[src/rtl/mem_port_arbiter.sv]
// mem_port_arbiter: shares one fixed-latency memory port between fetch and load/store.
// Optional ARB_PERF_CNT_EN adds stall/grant/override performance counters.
module mem_port_arbiter #(
    parameter int ADDR_W       = 30,
    parameter int DATA_W       = 32,
    parameter int MEM_LATENCY  = 1,
    parameter int STARVE_LIMIT = 4
) (
    input  logic              clk,
    input  logic              rst,
    input  logic              if_req,
    input  logic [ADDR_W-1:0] if_addr,
    output logic              if_rvalid,
    output logic [DATA_W-1:0] if_rdata,
    output logic              if_stall,
    input  logic              d_req,
    input  logic              d_we,
    input  logic [ADDR_W-1:0] d_addr,
    input  logic [DATA_W-1:0] d_wdata,
    output logic              d_rvalid,
    output logic [DATA_W-1:0] d_rdata,
    output logic              d_stall,
    output logic              mem_en,
    output logic              mem_wren,
    output logic [ADDR_W-1:0] mem_addr,
    output logic [DATA_W-1:0] mem_wdata,
    input  logic [DATA_W-1:0] mem_rdata
`ifdef ARB_PERF_CNT_EN
    ,
    output logic [31:0]       perf_if_stall_cycles,
    output logic [31:0]       perf_d_grants,
    output logic [31:0]       perf_starve_overrides
`endif
);
    localparam logic [2:0] ML = 3'(MEM_LATENCY);
    localparam logic [3:0] SL = 4'(STARVE_LIMIT);

    typedef enum logic [1:0] {IDLE, ISSUE, WAIT, DONE} state_t;

    state_t     state;
    logic       own_d;
    logic       we_q;
    logic [2:0] lat_cnt;
    logic [3:0] starve_cnt;
    logic       force_f;
    logic       grant_d;

    assign if_stall = if_req && !if_rvalid;
    assign d_stall  = d_req && !d_rvalid;

    always_comb begin
        force_f = (SL != 4'd0) && if_req && d_req && (starve_cnt == SL);
        grant_d = d_req && !force_f;
    end

    always_ff @(posedge clk or posedge rst) begin
        if (rst) begin
            state      <= IDLE;
            own_d      <= 1'b0;
            we_q       <= 1'b0;
            lat_cnt    <= '0;
            starve_cnt <= '0;
            if_rvalid  <= 1'b0;
            if_rdata   <= '0;
            d_rvalid   <= 1'b0;
            d_rdata    <= '0;
            mem_en     <= 1'b0;
            mem_wren   <= 1'b0;
            mem_addr   <= '0;
            mem_wdata  <= '0;
        end else begin
            if_rvalid <= 1'b0;
            d_rvalid  <= 1'b0;
            mem_en    <= 1'b0;
            mem_wren  <= 1'b0;
            case (state)
                IDLE: if (if_req || d_req) begin
                    own_d      <= grant_d;
                    we_q       <= grant_d && d_we;
                    mem_en     <= 1'b1;
                    mem_wren   <= grant_d && d_we;
                    mem_addr   <= grant_d ? d_addr : if_addr;
                    mem_wdata  <= d_wdata;
                    starve_cnt <= (grant_d && if_req) ? ((starve_cnt == SL) ? starve_cnt : starve_cnt + 4'd1) : 4'd0;
                    state      <= ISSUE;
                end
                ISSUE: begin
                    lat_cnt <= ML;
                    state   <= WAIT;
                end
                WAIT: begin
                    lat_cnt <= lat_cnt - 3'd1;
                    // capture lands MEM_LATENCY cycles after the mem_en cycle
                    if (lat_cnt == 3'd1) begin
                        if (!own_d) if_rdata <= mem_rdata;
                        else if (!we_q) d_rdata <= mem_rdata;
                        state <= DONE;
                    end
                end
                DONE: begin
                    if_rvalid <= !own_d;
                    d_rvalid  <= own_d;
                    state     <= IDLE;
                end
                default: state <= IDLE;
            endcase
        end
    end

`ifdef ARB_PERF_CNT_EN
    always_ff @(posedge clk or posedge rst) begin
        if (rst) begin
            perf_if_stall_cycles  <= '0;
            perf_d_grants         <= '0;
            perf_starve_overrides <= '0;
        end else begin
            perf_if_stall_cycles  <= perf_if_stall_cycles + {31'b0, if_stall};
            perf_d_grants         <= perf_d_grants + {31'b0, state == IDLE && grant_d};
            perf_starve_overrides <= perf_starve_overrides + {31'b0, state == IDLE && force_f};
        end
    end
`endif
endmodule

[config.mk]
export PLATFORM = sky130hd
export DESIGN_NAME = mem_port_arbiter
export DESIGN_NICKNAME = d
export VERILOG_FILES = /design/src/rtl/mem_port_arbiter.sv
export SDC_FILE = /design/constraint.sdc
export NUM_CORES = 1
export LEC_CHECK = 0
export CAP_MARGIN = 20
export CELL_PAD_IN_SITES_DETAIL_PLACEMENT = 0
export CELL_PAD_IN_SITES_GLOBAL_PLACEMENT = 2
export CORE_MARGIN = 2
export CORE_UTILIZATION = 27
export CTS_CLUSTER_DIAMETER = 40
export CTS_CLUSTER_SIZE = 14
export DETAILED_ROUTE_END_ITERATION = 10
export PLACE_DENSITY_LB_ADDON = 0.2
export SYNTH_ARGS = -nofsm -noshare
export SYNTH_HDL_FRONTEND = slang
export SYNTH_SLANG_ARGS = --single-unit
[constraint.sdc]
create_clock -name clk -period 11.4 [get_ports clk]
set_input_delay 2.28 -clock clk [delete_from_list [all_inputs] [get_ports clk]]
set_output_delay 2.28 -clock clk [all_outputs]
set_load 0.05 [all_outputs]
==> key figures, run 1 <==
Outcome
  – Status: finished clean

Worst setup path
  – CP required: roughly 9.1 ns
  – Worst Setup End Kind: output port
  – Critical path class: in -> out
  – Worst Path Arrival: between 4 and 5 ns
  – Critical path, cell by cell: clkdlybuf4s50_1 -> buf_4 -> nor2b_1 -> clkdlybuf4s50_1
  – CP max-delay cell: clkdlybuf4s50_1
  – Largest delay share family, worst path: buffers and inverters
  – Worst Path Max Fanout: 35
  – Largest stage delay on the critical path: between 0.8 and 0.9 ns
  – CP most frequent cell: clkdlybuf4s50_1
  – CP bufs+invs: 3
  – Startpoint Class: primary input

Synthesis
  – Main combinational cell family by area after synthesis: simple AND/OR/NAND/NOR gates
  – Share of the synthesized area in the top cell type: between 60 and 70%
  – Post-synth EDFFs: 0
  – Synth area leader: dfrtp_1
  – Count of different cell masters after synthesis: 35
  – Post-Synth Adder-Cell Area: under 10%
  – Synth async-reset ratio: 100%
  – XOR/XNOR share of the synthesized area: 0%
  – Top-count cell post-synth: nand2_1
  – Yosys reg bits: ~140
  – Synth Flop Type: dfrtp_1
  – Post-Synth Simple-Gate Area: 15.7%
  – Post-Syn Nets: about 650
  – Post-Syn Instances: slightly above 500
  – Mux contribution to synthesized area: 13.5%
  – Area contributors post-synth: dfrtp_1 (60%), nand2_1 (10%), mux2_2 (10%), o211ai_1 (3.8%), nand4_1 (3.2%)
  – Register area share after synthesis: roughly 60%
  – Compound-gate portion of the synthesized area: between 5 and 6%
  – Mean post-synth cell area: 11.5 sq um
  – Synth warn: 0
  – Syn Std Cell Area: 5860 sq um
  – Commonest cells post-synth: nand2_1 (161), dfrtp_1 (141), mux2_2 (53)

Final layout
  – Register Area: roughly 3500 sq um
  – Multi-input gate area: about 2100 sq um
  – Final non-filler cell total: ~1.1k
  – N_diodes: 0
  – Final Core Density: between 40% and 50%
  – Final nets: 900
  – Fill count: 1972
  – Layout cells sized above 1: 13.9%
  – P&R area growth vs syn: 58.8%

Route
  – Final ANT Viol Nets: 0
  – Vias/cell: 4.54
  – Met1 wire length: around 6.7 mm
  – DRC violations left: 0
  – Initial detailed-routing violation count: between 150 and 200
  – Routed WL: ~17 mm
  – Metal2 WL: slightly below 9 mm
  – Vias: approximately 4.8k
  – DR pass1 iterations: 4
  – DR WL met3: 1.47 mm
  – WL per Instance: around 16 microns
  – Top Metal Used: met4

Pwr
  – P_leak: between 0.003 and 0.004 uW
  – Power per cell area: ~360 nW/um^2
  – VDD IR max: around 0.00012 V

STA
  – Slew Viols, Final: 0
  – Final Worst Setup Slack: 4.99 ns
  – Tcrit/Tclk final: ~56%
  – Final Setup Violations: 0
  – Final Hold Viols: 0
  – RSZ-0062 raised after global routing: no
  – Min Clock Period, post-route: around 6.4 ns
  – Slew @ Worst Pin: ~0.95 ns
  – Max-slew headroom: 36.4%
  – Final setup TNS: 0 ns
  – Clock Skews: 0.0134 ns
  – Fmax: between 150 and 200 MHz

Global route
  – Largest net degree at the start of global routing: a little over 70
  – Initial antenna violation count: 0
  – Vias in the first global route: about 5.0k
  – First-pass GRT wire length: 26.8 mm
  – Grt total ovfl: 0
  – Global Route Usage Sum: 15.2%

Floorplan
  – Core area: around 21000 sq um
  – Rows: 53
  – IO Pins: between 200 and 300
  – DIE AREA: approximately 23000 sq um
  – Die H: around 150 microns
  – Die Width: around 150 microns
  – Effective utilization at floorplan: between 20% and 30%

Min path
  – Hold Crit Class: reg -> reg

Clock network
  – PostCTS Resize Cnt: 0
  – Clock root buffer: clkbuf_16
  – Worst-path clk slew: roughly 0.060 ns
  – CTS tree: yes
  – CTS sink count: 141
  – Total CTS buffers: 17
  – Hold-fix buffers at CTS: 0
  – Clk buf depth: 2
  – Worst skew pair latency: between 0.4 and 0.5 ns
  – Setup Fix Bufs, Post-CTS: 0
  – CTS HTree Levels: 4

Place
  – Port bufs: between 200 and 300
  – Pre-CTS WS: roughly 5.0 ns
  – Dpl cells: 1020
  – DP Wirelength: roughly 12 mm
  – Final GP Congestion: ~0.73

Run
  – Max_cap viols: 0
## final cells by class
type / count / share of cell area (%)
timing repair buffer: 269 / 28.8
tap: 275 / 3.70
clock inverter: 12 / 1.45
multi-input combinational: 326 / 22.8
inverter: 9 / 0.417
sequential: 141 / 37.9
clock buffer: 20 / 4.80
## final timing paths
path	from	to	slack [ns]	cells past startpoint
max	d_req	d_stall	4.99	4
min	mem_wdata[13]$_DFFE_PP0P_	mem_wdata[13]$_DFFE_PP0P_	0.47	2
max reg2reg	state[0]$_DFFE_PP0P_	mem_addr[27]$_DFFE_PP0P_	9.32	8
min reg2reg	mem_wdata[13]$_DFFE_PP0P_	mem_wdata[13]$_DFFE_PP0P_	0.47	2
max in group asynchronous	rst	mem_addr[22]$_DFFE_PP0P_	7.65	3
min in group asynchronous	rst	mem_wdata[3]$_DFFE_PP0P_	2.33	2
## routing by layer
metal / global-route usage, % / vias up
li1: - / 2252
met1: 16.8 / 2334
met2: 27.0 / 173
met3: 5.27 / 19
met4: 5.33 / 0
met5: 0 / -
## layout by cell type (no fill, tap or decap), types with 2 or more instances in the layout
cell type          n
mux2_4            10
clkbuf_1           2
mux2_1             3
inv_6              4
and2_1             2
inv_1              7
clkbuf_16         17
ha_1               7
dfrtp_1          141
bufinv_16          2
buf_4              8
clkinv_2           2
nand3_1            2
o22ai_1            3
nand2_1          161
nor2b_1            6
o211ai_1          30
nand4_1           30
clkdlybuf4s50_1  260
o21ai_0            3
clkinvlp_4         4
mux2_2            53
## sequential cells by signal, summed over array words and instances, names as in the netlist
register,flops
mem_en,1
if_rdata,32
starve_cnt,4
d_rvalid,1
d_rdata,32
mem_addr,30
state,2
lat_cnt,3
we_q,1
mem_wdata,32
own_d,1
mem_wren,1
if_rvalid,1
## worst min-delay path, delay by kind of cell (launching register included)
kind	cells	cell delay, ns
simple gates	2	0.11
flops	1	0.34
## metrics by stage
stage	power, uW	cell area [sq um]	hold WS (ns)
2_1_floorplan	2160	5860	0.475
3_3_place_gp	2780	8700	0.457
3_5_place_dp	2820	8720	0.461
4_1_cts	3380	9300	0.477
5_1_grt	3520	9300	0.497
6_report	3330	9300	0.475
## where the power goes
group	internal, uW	switching [uW]
sequential	749	130
clock	330	216
combinational	673	1230
## cells by family (layout without fill, tap and decap cells)
family,after synthesis,in the layout
flops,141,141
simple gates,209,209
buf+inv,44,310
compound gates,43,43
mux,67,67
fa+ha+maj,7,7
Note: power is estimated with default switching activity, not from simulation.
==> run 2: changes to the inputs <==
Settings changed: CORE_UTILIZATION 27 to 23.
Clock period 11.4 ns to 5.6 ns, I/O delays scaled along.
==> run 2 against run 1 <==
Register-to-register slack worse by 6.2 ns. Flip-flop and latch count is the same. Setup slack worse by 3.3 ns. Combinational power up 100%. Via count is 1.1% higher. Global-route usage fell by 1.2 points. Non-clock buffer count increased by 1. Critical path type unchanged. Wire length up 7.2%.
==> key figures, run 2 (synthesized netlist as in run 1, its figures left out) <==
Pwr
  – Power per cell area: approximately 730 nW/um^2
  – VDD IR max: around 0.00031 V
  – Clk pwr share: between 10% and 20%
  – Gate power share: 57.0%
  – Internal Power: between 3000 and 4000 uW
  – Switch share: about half
  – Sequential Power Share: 26.4%
  – P_leak: roughly 0.0040 uW
  – Net Sw Power: 3290 uW

Clock network
  – PostCTS Resize Cnt: 0
  – Hold-fix buffers at CTS: 0
  – Clock root buffer: clkbuf_16
  – Worst skew pair latency: roughly 0.42 ns
  – Setup Fix Bufs, Post-CTS: 0
  – Worst-path clk slew: 0.06 ns
  – CTS sink count: 141
  – CTS tree: yes
  – CTS HTree Levels: 4
  – Total CTS buffers: 17
  – Clk buf depth: 2

Place
  – Final GP Congestion: 0.726
  – Dpl cells: ~1.1k
  – Port bufs: 260
  – DP Wirelength: ~13 mm
  – Cell Area, Placed: 8770 sq um

Worst setup path
  – Worst Path Arrival: approximately 2.8 ns
  – Worst Setup SP: if_req
  – Worst R2R Setup Slack: roughly 3.1 ns
  – Critical Path End: if_stall
  – Worst Path Max Fanout: 5
  – CP required: 4.48 ns
  – Worst R2R Start: state[0]$_DFFE_PP0P_
  – Worst Setup End Kind: output port
  – FF-to-FF path depth: 8
  – Reg2reg end: mem_addr[23]$_DFFE_PP0P_
  – Startpoint Class: primary input
  – Critical path class: in -> out

Final layout
  – Layout cells sized above 1: about 14%
  – Final non-filler cell total: about 1.1k
  – Final instance area: roughly 9400 sq um
  – P&R area growth vs syn: 60.2%
  – Final nets: 901
  – N_diodes: 0
  – Largest regs: d_rdata x32, if_rdata x32, mem_wdata x32
  – Most frequent cells in the layout: clkdlybuf4s50_1 (260), nand2_1 (161), dfrtp_1 (141)
  – Commonest non-fill, non-tap cell in the layout: clkdlybuf4s50_1

STA
  – Final Hold Viols: 0
  – Max-slew headroom: a little over two fifths
  – RSZ-0062 raised after global routing: no
  – Final hold slack: about 0.47 ns
  – Clock Skews: about 0.016 ns
  – Min Clock Period, post-route: 3.88 ns
  – Slew Viols, Final: 0
  – Final setup TNS: 0 ns
  – Fmax: around 260 MHz
  – Slew @ Worst Pin: between 0.8 and 0.9 ns
  – Final Setup Violations: 0
  – Tcrit/Tclk final: roughly 69%

Global route
  – Global Route Usage Sum: roughly 14%
  – First-pass GRT wire length: between 20 and 30 mm
  – Initial antenna violation count: 0
  – Grt total ovfl: 0
  – Vias in the first global route: roughly 5k
  – Largest net degree at the start of global routing: between 100 and 150

Floorplan
  – IO Pins: about 260
  – DIE AREA: 26800 sq um
  – Rows: 58
  – Effective utilization at floorplan: a little under a quarter
  – Core area: around 25000 sq um
  – Die H: ~160 microns
  – Die Width: between 150 and 200 microns

Route
  – Vias/cell: around 4.4
  – Final ANT Viol Nets: 0
  – DR pass1 iterations: 4
  – Routed WL: 18.5 mm
  – Vias: around 4.8k
  – WL per Instance: ~17 microns
  – DRC violations left: 0
  – Initial detailed-routing violation count: between 200 and 250

Run
  – Max_cap viols: 0

Min path
  – Hold Crit Class: reg -> reg

Outcome
  – Status: finished clean
run 2: changes by cell type in the layout (fill, tap and decap cells not counted), sizes merged:
cell      delta
clkbuf       -3
clkinvlp     -2
inv          +6
buf          +1
bufinv       -1
run 2: metal layers:
layer	vias up	part of all wire (%)	track usage, %
met4	0	0.83	3.67
met3	9	7.1	4.80
met1	2411	42	17.1
met5	-	0	0
met2	161	51	23.6
li1	2249	-	-
run 2: layout make-up:
| class | count | area (sq um) |
|---|---|---|
| clock inverters | 15 | 153 |
| multi-input cells | 326 | 2120 |
| flip-flops and latches | 141 | 3530 |
| well taps | 330 | 413 |
| inverters | 9 | 38.8 |
| repair buffers | 270 | 2700 |
| fillers | 2538 | 15700 |
| clock buffers | 17 | 425 |
run 2: power by group through the flow:
| stage | sequential [uW] | clock [uW] | combinational, uW |
|---|---|---|---|
| floorplan | 3410 | 0 | 976 |
| global placement | 1790 | 0 | 3910 |
| detailed placement | 1820 | 0 | 3930 |
| CTS | 1800 | 1170 | 3930 |
| global route | 1870 | 1230 | 4090 |
| finish | 1800 | 1130 | 3880 |
run 2: worst max-delay path, cell delays in order:
cell             delay (ns)
clkdlybuf4s50_1        0.61
nor2b_1                0.17
clkdlybuf4s50_1        0.85
run 2: through the flow:
stage / setup WS [ns] / utilization [%] / power [uW]
after global placement: 1.68 / 34.9 / 5700
final: 1.72 / 37.4 / 6810
after global routing: 1.67 / 37.4 / 7180
after floorplan: 0.699 / - / 4390
after CTS: 1.69 / 37.2 / 6910
after detailed placement: 1.69 / 34.9 / 5740
run 2: how the worst min path moves through the flow:
stage	from	slack [ns]	depth (start not counted)	end
final	mem_wdata[19]$_DFFE_PP0P_	0.47	2	mem_wdata[19]$_DFFE_PP0P_
after global routing	mem_wdata[15]$_DFFE_PP0P_	0.49	2	mem_wdata[15]$_DFFE_PP0P_
after CTS	mem_wdata[19]$_DFFE_PP0P_	0.48	2	mem_wdata[19]$_DFFE_PP0P_
after detailed placement	mem_wdata[19]$_DFFE_PP0P_	0.46	2	mem_wdata[19]$_DFFE_PP0P_
after global placement	mem_wdata[20]$_DFFE_PP0P_	0.46	2	mem_wdata[20]$_DFFE_PP0P_
after floorplan	own_d$_DFFE_PP0P_	0.48	1	if_rvalid$_DFF_PP0_
==> run 3: changes to the inputs <==
Clock period 5.6 ns to 3.4 ns, I/O delays scaled along.
==> run 3 against run 2 <==
Wire length fell by 1.3%. Non-clock buffer count rose by 2. Register-to-register slack got worse by 1.8 ns. Via count fell by 1.3%. Critical path depth did not move. Clock-buffer cell count rose by 1. Die area did not move. Utilization rose by 0.13 points. Combinational power rose by 66%. Power rose by 65%. Flip-flop and latch count did not move.
==> key figures, run 3 (synthesized netlist as in run 1, its figures left out) <==
Outcome
  – Status: finished clean

Final layout
  – Fill count: approximately 2.5k
  – Largest regs: d_rdata x32, if_rdata x32, mem_wdata x32
  – P&R area growth vs syn: 60.7%
  – Final Core Density: between 30% and 40%
  – Final nets: between 900 and 1k
  – N_diodes: 0
  – Layout cells sized above 1: between 10% and 20%
  – Commonest non-fill, non-tap cell in the layout: clkdlybuf4s50_1
  – Most frequent cells in the layout: clkdlybuf4s50_1 (258), nand2_1 (161), dfrtp_1 (141)

Pwr
  – Power per cell area: between 1000 and 1500 nW/um^2
  – P_leak: between 0.003 and 0.004 uW
  – VDD IR max: about 0.00045 V
  – Switch share: between 40% and 50%
  – Total power: ~11000 uW
  – Internal Power: between 5000 and 6000 uW
  – Sequential Power Share: around a quarter
  – Clk pwr share: between 15 and 20%
  – Net Sw Power: 5400 uW
  – Gate power share: a little under three fifths

Route
  – Vias/cell: 4.29
  – Vias: between 4k and 5k
  – Routed WL: roughly 18 mm
  – Final ANT Viol Nets: 0
  – DRC violations left: 0
  – WL per Instance: between 15 and 20 microns
  – DR pass1 iterations: 4
  – Initial detailed-routing violation count: between 200 and 300

Clock network
  – Clock root buffer: clkbuf_16
  – CTS sink count: between 100 and 150
  – Setup Fix Bufs, Post-CTS: 0
  – CTS HTree Levels: 4
  – Hold-fix buffers at CTS: 0
  – Worst-path clk slew: about 0.06 ns
  – Total CTS buffers: 17
  – CTS tree: yes
  – Clk buf depth: 2
  – PostCTS Resize Cnt: 0
  – Worst skew pair latency: between 0.4 and 0.5 ns

Global route
  – Met1 Use GR: 16.4%
  – Initial antenna violation count: 0
  – Grt peak-use layer: met2
  – First-pass GRT wire length: around 28 mm
  – Met2 global-route usage: ~23%
  – Vias in the first global route: approximately 5k
  – Largest net degree at the start of global routing: around 130
  – GR met3 Demand/Resource: 4.52%
  – Global Route Usage Sum: ~14%
  – Grt total ovfl: 0

Floorplan
  – IO Pins: between 200 and 300
  – DIE AREA: around 27000 sq um
  – Die H: ~160 microns
  – Die Width: roughly 160 microns
  – Effective utilization at floorplan: a little under a quarter
  – Rows: 58
  – Core area: between 20000 and 30000 sq um

Worst setup path
  – CP required: around 2.7 ns
  – Critical path class: in -> out
  – Worst Setup End Kind: output port
  – Worst Path Arrival: ~1.8 ns
  – Worst Path Max Fanout: 7
  – Startpoint Class: primary input

STA
  – Final Hold Viols: 0
  – Slew Viols, Final: 0
  – Slew @ Worst Pin: 0.806 ns
  – Final setup TNS: 0 ns
  – Fmax: approximately 410 MHz
  – RSZ-0062 raised after global routing: no
  – Max-slew headroom: about 46%
  – Final Setup Violations: 0
  – Tcrit/Tclk final: a little under three quarters
  – Clock Skews: about 0.014 ns
  – Min Clock Period, post-route: approximately 2.4 ns

Min path
  – Hold Crit Class: reg -> reg

Place
  – Port bufs: 260
  – DP Wirelength: 12.8 mm
  – Final GP Congestion: ~0.74

Run
  – Max_cap viols: 0
run 3: cell count changes in the layout (fill, tap and decap cells not counted), moves of 2 or more:
cell,change
buf_4,+2
inv_8,-2
clkinvlp_4,+2
clkinv_2,-2
clkdlybuf4s50_1,-2
buf_12,+3
run 3: final timing paths:
check,from,end,slack (ns),cells after the start
worst max-delay path,d_req,d_stall,0.97,3
worst min-delay path,mem_wdata[14]$_DFFE_PP0P_,mem_wdata[14]$_DFFE_PP0P_,0.48,2
worst max register to register,state[0]$_DFFE_PP0P_,d_rdata[25]$_DFFE_PP0P_,1.31,6
worst min register to register,mem_wdata[14]$_DFFE_PP0P_,mem_wdata[14]$_DFFE_PP0P_,0.48,2
max in group asynchronous,rst,d_rdata[25]$_DFFE_PP0P_,1.78,3
min in group asynchronous,rst,mem_wdata[22]$_DFFE_PP0P_,0.56,2
run 3: critical path, cell delays in order:
cell	delay, ns
clkdlybuf4s50_1	0.60
nor2b_1	0.28
buf_12	0.17
run 3: layout make-up:
cell class / count / area, sq um / area share, %
Clock buffer: 18 / 439 / 4.67
Tap cell: 330 / 413 / 4.39
Clock inverter: 14 / 145 / 1.54
Inverter: 9 / 37.5 / 0.399
Timing Repair Buffer: 272 / 2730 / 29.0
Sequential cell: 141 / 3530 / 37.5
Multi-Input combinational cell: 326 / 2120 / 22.6
run 3: metrics by stage:
step / area, sq um / hold slack [ns] / std cells / setup slack, ns
6_report: 9410 / 0.478 / 1110 / 0.974
5_1_grt: 9410 / 0.499 / 1110 / 0.918
4_1_cts: 9410 / 0.478 / 1110 / 0.932
3_5_place_dp: 8830 / 0.461 / 1078 / 0.860
3_3_place_gp: 8830 / 0.456 / 1078 / 0.915
2_1_floorplan: 5860 / 0.475 / 511 / 0.884
run 3: metal layers:
metal  wire, microns  vias to the layer above  share of wire [%]
met1            7730                     2348                 42
met5               0                        -                  0
met3            1300                       11                7.1
li1                -                     2255                  -
met4             204                        0                1.1
met2            8980                      152                 49
run 3: power groups by stage:
stage | sequential, uW | combinational, uW | clock, uW
detailed placement | 2990 | 6510 | 0
global placement | 2960 | 6440 | 0
finish | 2960 | 6430 | 1860
floorplan | 5620 | 1610 | 0
CTS | 2970 | 6520 | 1930
global route | 3070 | 6770 | 2000
==> patch, RTL diff (settings of run 2) <==
Add a define of `ARB_PERF_CNT_EN`.
--- a/src/rtl/mem_port_arbiter.sv
+++ b/src/rtl/mem_port_arbiter.sv
@@ -1,5 +1,7 @@
 // mem_port_arbiter: shares one fixed-latency memory port between fetch and load/store.
 // Optional ARB_PERF_CNT_EN adds stall/grant/override performance counters.
+`define ARB_PERF_CNT_EN
+
 module mem_port_arbiter #(
     parameter int ADDR_W       = 30,
     parameter int DATA_W       = 32,
Function (old outputs only; new: perf_d_grants, perf_if_stall_cycles and perf_starve_overrides): kept (equiv_simple and equiv_induct, registers matched by name and starting in step).
==> patch against run 2 <==
  * Worst setup slack got worse by 0.18 ns
  * Critical path depth unchanged
  * Non-clock buffer count increased by 93
  * Final area increased by 70%
  * First-iteration DRC count increased by 57%
  * Hold slack got worse by 0.0076 ns
  * Clock power increased to 2.8 times the old value
  * Synthesized area increased by 69%
  * Die area increased by 67%
  * Routed wire length increased by 69%
  * Power increased by 46%
  * Clock skew increased by 0.0026 ns
  * Sequential cell count increased by 96
  * Critical endpoint unchanged
  * Largest cell class unchanged
  * Largest power group unchanged
==> patch: results (changes against run 2) <==
| Metric | Value |
|---|---|
| Status | finished clean (unchanged) |
| Hpwl dp | 20790 um (was 12620 um) |
| Routed WL | 31130 um (was 18460 um) |
| Htree depth | 2 (was 4) |
| Layout Skew | 0.01838 ns (was 0.01576 ns) |
| Placed inst area | 0.01411 sq mm (was 0.008773 sq mm) |
| Worst-skew pair later-pin latency | 0.56 ns (was 0.42 ns) |
| Clock tree sinks | 237 (was 141) |
| Synth Area in Adders | 1.641% (was 1.496%) |
| GR Util All Layers | 13.88% (was 13.97%) |
| Met2 Wirelength | 13820 um (was 9331 um) |
| Post-layout nets | 1401 (was 901) |
| Max_slew headroom | 38.47% (was 42.90%) |
| Die Footprint | 0.04477 sq mm (was 0.02675 sq mm) |
| Pre-CTS setup slack | 1.515 ns (was 1.688 ns) |
| Non-clk invs | 19 (was 9) |
| Cell variety after synth | 41 (was 35) |
| NonClk Buf Share | 22.85% (was 28.76%) |
| Vias in the first global route | 8367 (was 5007) |
| Area of the multi-input gates | 0.003782 sq mm (was 0.002123 sq mm) |
| Register area share after synthesis | 59.84% (was 60.26%) |
| Synth Area in Compound Gates | 3.964% (was 5.342%) |
| First-pass GRT wire length | 48270 um (was 28770 um) |
| Vias/cell | 4.288 (was 4.359) |
| CTS buffer count | 50 (was 17) |
| Placed insts | 1753 (was 1075) |
| VDD IR max | 278.7 uV (was 305.3 uV) |
| Fillers | 4234 (was 2538) |
| Synth Area in XOR/XNOR | 8.042% (was 0%) |
| Leakage | 6.939 nW (was 3.965 nW) |
| Wl on met1 | 13660 um (was 7667 um) |
| Multi-input logic cell count | 588 (was 326) |
| Share of layout cells above drive strength 1 | 13.33% (was 14.27%) |
| Routed met3 length | 2984 um (was 1302 um) |
| Mapped Cells | 880 (was 511) |
| Vias | 7907 (was 4830) |
| Clock buf count | 68 (was 17) |
| ClkCell Share | 11.45% (was 6.163%) |
| Int Pwr | 5.914 mW (was 3.518 mW) |
[patch: cell count changes in the layout (fill, tap and decap cells not counted), moves of 30 or more]
cell,change
clkdlybuf4s50_1,+96
dfrtp_1,+96
a21oi_1,+60
xor2_1,+39
nor2_1,+42
o211ai_1,-30
clkbuf_16,+34
xnor2_1,+52
nand3_1,+32
[patch: cells by family (layout without fill, tap and decap cells)]
logic type	after synthesis	after routing
AOI/OAI and AO/OA	74	74
xor gates and xnor gates	91	91
adders and majority gates	13	13
buffers and inverters	55	473
DFF	237	237
muxes	66	66
and+or+nand+nor	344	344
[patch: worst paths after layout]
path | end | start | slack, ns | cells past startpoint
min in group asynchronous | perf_if_stall_cycles[9] | rst | 1.07 | 3
worst min-delay path | perf_if_stall_cycles[31] | perf_if_stall_cycles[31] | 0.47 | 1
worst max-delay path | if_stall | if_req | 1.54 | 3
worst min register to register | perf_if_stall_cycles[31] | perf_if_stall_cycles[31] | 0.47 | 1
worst max register to register | perf_starve_overrides[30] | state[0] | 2.77 | 10
max in group asynchronous | mem_addr[20] | rst | 3.70 | 3
[patch: power groups by stage]
stage,Sequential (mW),Combinational (mW),Clock [mW]
detailed placement,2.60,4.24,0
floorplan,4.35,0.946,0
finish,2.58,4.18,3.19
global route,2.66,4.42,3.38
CTS,2.59,4.25,3.29
global placement,2.59,4.24,0
[patch: metal layers]
layer | vias up | GRT usage [%]
met3 | 51 | 5.934
li1 | 3773 | -
met4 | 2 | 5.002
met5 | - | 0
met2 | 256 | 21.15
met1 | 3825 | 17.47
[patch: worst register-to-register path, stage by stage (launching register included)]
cell     delay (ns)
dfrtp_1        0.40
inv_1          0.09
ha_1           0.30
nand3_1        0.13
nor3_1         0.25
ha_1           0.30
ha_1           0.25
nand2_1        0.09
nor2_1         0.54
nand4_1        0.20
xnor2_1        0.17
